[src/rtl/hazard_ctrl.sv]
// rtl/hazard_ctrl.sv - pipeline stall/flush/freeze control for the segmented RISC-V core
// Handles load-use stalls, taken-branch flushes and data-memory freezes, with saturating counters.
module hazard_ctrl #(
  parameter int MEM_TIMEOUT = 255,
  parameter int CNT_W       = 16
) (
  input  logic             clk,
  input  logic             rst,
  input  logic [4:0]       rs1_id,
  input  logic [4:0]       rs2_id,
  input  logic             use_rs1_id,
  input  logic             use_rs2_id,
  input  logic [4:0]       rd_ex,
  input  logic             DMRd_ex,
  input  logic             NextPCSrc_ex,
  input  logic             DMReq_me,
  input  logic             DMReady,
  output logic             pc_en,
  output logic             ifid_en,
  output logic             ifid_clr,
  output logic             idex_en,
  output logic             idex_clr,
  output logic             exme_en,
  output logic             mewb_en,
  output logic             mewb_clr,
  output logic             mem_err,
  output logic [CNT_W-1:0] stall_cnt,
  output logic [CNT_W-1:0] flush_cnt
);

  localparam int WC_W = $clog2(MEM_TIMEOUT + 1);
  localparam logic [CNT_W-1:0] CNT_MAX = '1;

  typedef enum logic {RUN, MEM_WAIT} state_t;

  state_t          state;
  logic [WC_W-1:0] wait_cnt;
  logic            lu, mb, timeout, freeze, flush, stall;

  always_comb begin
    lu = DMRd_ex && (rd_ex != 5'd0) &&
         ((use_rs1_id && (rs1_id == rd_ex)) || (use_rs2_id && (rs2_id == rd_ex)));
    mb = DMReq_me && !DMReady;
    timeout = (state == MEM_WAIT) && !DMReady && (wait_cnt == WC_W'(MEM_TIMEOUT));
    // Release and timeout cycles fall through to the RUN priority rules with mb masked.
    freeze = (state == RUN) ? mb : (!DMReady && !timeout);
    flush  = !freeze && NextPCSrc_ex;
    stall  = !freeze && !NextPCSrc_ex && lu;
  end

  always_comb begin
    if (rst) begin
      pc_en    = 1'b0;
      ifid_en  = 1'b0;
      ifid_clr = 1'b1;
      idex_en  = 1'b0;
      idex_clr = 1'b1;
      exme_en  = 1'b0;
      mewb_en  = 1'b0;
      mewb_clr = 1'b1;
    end else begin
      pc_en    = !(freeze || stall);
      ifid_en  = !(freeze || stall);
      ifid_clr = flush;
      idex_en  = !freeze;
      idex_clr = flush || stall;
      exme_en  = !freeze;
      mewb_en  = !freeze;
      mewb_clr = freeze;
    end
  end

  always_ff @(posedge clk or posedge rst) begin
    if (rst) begin
      state     <= RUN;
      wait_cnt  <= '0;
      mem_err   <= 1'b0;
      stall_cnt <= '0;
      flush_cnt <= '0;
    end else begin
      case (state)
        RUN: begin
          if (mb) begin
            state    <= MEM_WAIT;
            wait_cnt <= WC_W'(1);
          end
        end
        MEM_WAIT: begin
          if (freeze) begin
            wait_cnt <= wait_cnt + WC_W'(1);
          end else begin
            state    <= RUN;
            wait_cnt <= '0;
            if (timeout) mem_err <= 1'b1;
          end
        end
        default: begin
          state    <= RUN;
          wait_cnt <= '0;
        end
      endcase
      if (!pc_en && (stall_cnt != CNT_MAX)) stall_cnt <= stall_cnt + 1'b1;
      if (flush && (flush_cnt != CNT_MAX)) flush_cnt <= flush_cnt + 1'b1;
    end
  end

endmodule

[config.mk]
export PLATFORM = sky130hd
export DESIGN_NAME = hazard_ctrl
export DESIGN_NICKNAME = d
export VERILOG_FILES = /design/src/rtl/hazard_ctrl.sv
export SDC_FILE = /design/constraint.sdc
export NUM_CORES = 1
export LEC_CHECK = 0
export CORE_UTILIZATION = 51
export CTS_CLUSTER_SIZE = 16
export DETAILED_ROUTE_END_ITERATION = 8
export PLACE_DENSITY = 0.85
export SETUP_SLACK_MARGIN = 0.05
export SLEW_MARGIN = 20
export SYNTH_ARGS = -nofsm -noshare
export SYNTH_HDL_FRONTEND = slang
export SYNTH_SLANG_ARGS = --single-unit
[constraint.sdc]
create_clock -name clk -period 4.2 [get_ports clk]
set_input_delay 0.84 -clock clk [delete_from_list [all_inputs] [get_ports clk]]
set_output_delay 0.84 -clock clk [all_outputs]
set_load 0.03 [all_outputs]
==> results.py <==
metrics = {
    "worst_setup_path": {
        "start_kind": "input pin",
        "slowest_stage": "clkdlybuf4s50_1",
        "path_delay_family": "buffers and inverters",
        "path_depth": 7,
        "worstSetupStartpoint": "DMReady",
        "crit_required_ps": 3360,
        "crit_path_max_incr_delay_ps": 590,
        "timing.rr.end": "stall_cnt[1]",
        "critical_path_class": "input pin to primary output",
        "cp_max_fo": 4,
        "cp_data_arrival_time_ps": 3050,
        "cp-endpoint": "idex_clr",
        "reg2reg_depth": 9,
        "path_cells": "clkdlybuf4s50_1 -> o21ba_2 -> o21ai_1 -> and2_1 -> or2_2 -> or2_2 -> clkdlybuf4s50_1",
        "crit_path_end_kind": "primary output",
        "rr_startpoint": "wait_cnt[0]",
        "reg2reg_slack_ps": 1970,
        "critPathBufInv": 2,
    },
    "grt": {
        "grt_pass1_wl_um": 8460,
        "grt_pass1_vias": 1852,
        "gr-total-overflow": 0,
        "grt_max_degree": 43,
        "track_usage": 0.246,
        "grt_antenna_before_repair": 0,
    },
    "floorplan": {
        "num_rows": 23,
        "start_util": 0.543,
        "dieArea_mm2": 0.00465,
        "die-height_um": 68.2,
        "coreArea_mm2": 0.00412,
        "chipWidth_um": 68.2,
        "pin_count": 64,
    },
    "sta": {
        "period_share": 0.927,
        "worst_slew_margin_rel": 0.619,
        "grt_setup_unrepaired": "false",
        "period_minus_slack_ps": 3890,
        "tns_ps": 0,
        "fmax_mhz": 257,
        "maxSlewViolCount": 0,
        "setup_viol": 0,
        "tightest_slew_ps": 571,
        "finalHoldViolCount": 0,
        "finClkSkew_ps": 4.34,
    },
    "detailed_routing": {
        "firstDrtPassIters": 4,
        "via_count": 1902,
        "post_drt_wl_per_cell_um": 14.9,
        "vias_per_cell": 5.66,
        "drtIter0Drc": 92,
        "routed_wl_um": 4990,
        "post-route-drc-count": 0,
        "ant_nets": 0,
    },
    "cts": {
        "cts.sinks": 42,
        "cts_hold_buf": 0,
        "cts_max_level": 2,
        "cts_buffers": 5,
        "cts_repair_resize_count": 0,
        "cts-root-buf": "clkbuf_8",
        "cts.clk_slew.worst_paths_ps": 70,
        "clock_latency_ps": 290,
        "clock_path_buffers": 2,
        "cts_tree": "yes",
        "post_cts_buffers": 0,
    },
    "finish": {
        "fin_nets": 312,
        "n_antenna_cell": 0,
        "drive_above_1_share": 0.0804,
        "design_area_mm2": 0.00298,
        "area_delta_synth_final_pct": 33.3,
        "final_cell_mix": "clkdlybuf4s50_1, dfrtp_1, nand3_1",
        "final_cells": 336,
        "layout_commonest_cell": "clkdlybuf4s50_1",
        "utilization": 0.724,
    },
    "power": {
        "ir_drop_mv": 0.314,
        "power.share.switching": 0.378,
        "power_frac_comb": 0.384,
        "p_per_area_mw_per_mm2": 440,
        "p_clk_frac": 0.183,
        "p_leak_nw": 1.25,
        "seqPwrFrac": 0.433,
        "switchingPower_mw": 0.495,
        "intPower_mw": 0.815,
    },
    "logic_synthesis": {
        "synth_edf_count": 0,
        "synthCells": 220,
        "async_flop_share": 1.00,
        "ys_seq_elements": 42,
        "netlist-cell-type-count": 42,
        "synthFlopType": "dfrtp_1",
        "avgSynthCellArea_um2": 10.2,
        "ys_seq_area_frac": 0.470,
        "yosysWarnings": 0,
        "syn-cell-area_mm2": 0.00223,
        "syn_nets": 246,
    },
    "place": {
        "hpwl_um": 3650,
        "portBuffers": 63,
        "post-place-cells": 329,
        "place_congestion": 0.850,
        "place_area_mm2": 0.00290,
    },
    "run": {
        "max-cap-violations": 0,
    },
    "hold_path": {
        "min_path_type": "flop to flop",
    },
    "outcome": {
        "status": "finished clean",
    },
}
kinds of logic after synthesis:
group / synth area share
and+or+nand+nor: 0.215
DFF: 0.470
AOI/OAI and AO/OA: 0.109
xor gates and xnor gates: 0.137
buffers and inverters: 0.0330
muxes: 0.0185
adders and majority gates: 0.0168
worst min-delay path by stage:
stage                              to  depth (start not counted)   startpoint
after floorplan           wait_cnt[5]                          1  wait_cnt[5]
after global placement        mem_err                          1      mem_err
after detailed placement      mem_err                          1      mem_err
after CTS                     mem_err                          1      mem_err
after global routing          mem_err                          1      mem_err
final                         mem_err                          1      mem_err
registers in the layout, indices dropped and copies added, names as in the netlist:
| name | cells |
|---|---|
| flush_cnt | 16 |
| wait_cnt | 8 |
| state | 1 |
| mem_err | 1 |
| stall_cnt | 16 |
stage by stage:
step | hold WS [ps] | setup slack [ps] | power (mW)
3_3_place_gp | 450 | 336 | 1.06
5_1_grt | 514 | 242 | 1.38
4_1_cts | 474 | 292 | 1.32
6_report | 474 | 308 | 1.31
3_5_place_dp | 461 | 310 | 1.08
2_1_floorplan | 488 | 469 | 0.860
Yosys cell counts (2+ instances only):
master / n / area (um^2)
nor2_1: 7 / 26.3
buf_2: 2 / 10.0
dfrtp_1: 42 / 1050
xnor2_1: 20 / 175
nor2b_1: 2 / 12.5
ha_1: 3 / 37.5
nor3b_2: 2 / 25.0
a31oi_1: 4 / 25.0
and3_1: 11 / 68.8
nand4_1: 7 / 43.8
xor2_1: 15 / 131
mux2_4: 2 / 30.0
nand2_1: 19 / 71.3
and2_1: 3 / 18.8
nand3_1: 23 / 115
buf_4: 3 / 22.5
or2_2: 3 / 18.8
o21ai_0: 9 / 45.0
a21oi_1: 11 / 55.1
o31ai_1: 3 / 22.5
inv_1: 8 / 30.0
layer usage:
layer	track usage	wire length [um]	part of all wire	vias up
li1	-	-	-	904
met1	0.318	2270	0.46	931
met2	0.402	2430	0.49	57
met3	0.0567	218	0.044	10
met4	0.0807	75	0.015	0
met5	0	0	0	-
power by group through the flow:
stage	Clock, mW	Sequential (mW)	Combinational [mW]
final	0.240	0.567	0.503
after global routing	0.265	0.577	0.543
after CTS	0.246	0.565	0.506
after detailed placement	0	0.572	0.504
after global placement	0	0.568	0.494
after floorplan	0	0.684	0.176
layout make-up:
cell class | instances | area, um^2
inverters | 8 | 33.8
flip-flops and latches | 42 | 1050
fillers | 325 | 1140
clock buffers | 7 | 76.3
well taps | 50 | 62.6
repair buffers | 65 | 646
multi-input cells | 164 | 1110
Note: power is estimated with default switching activity, not from simulation.
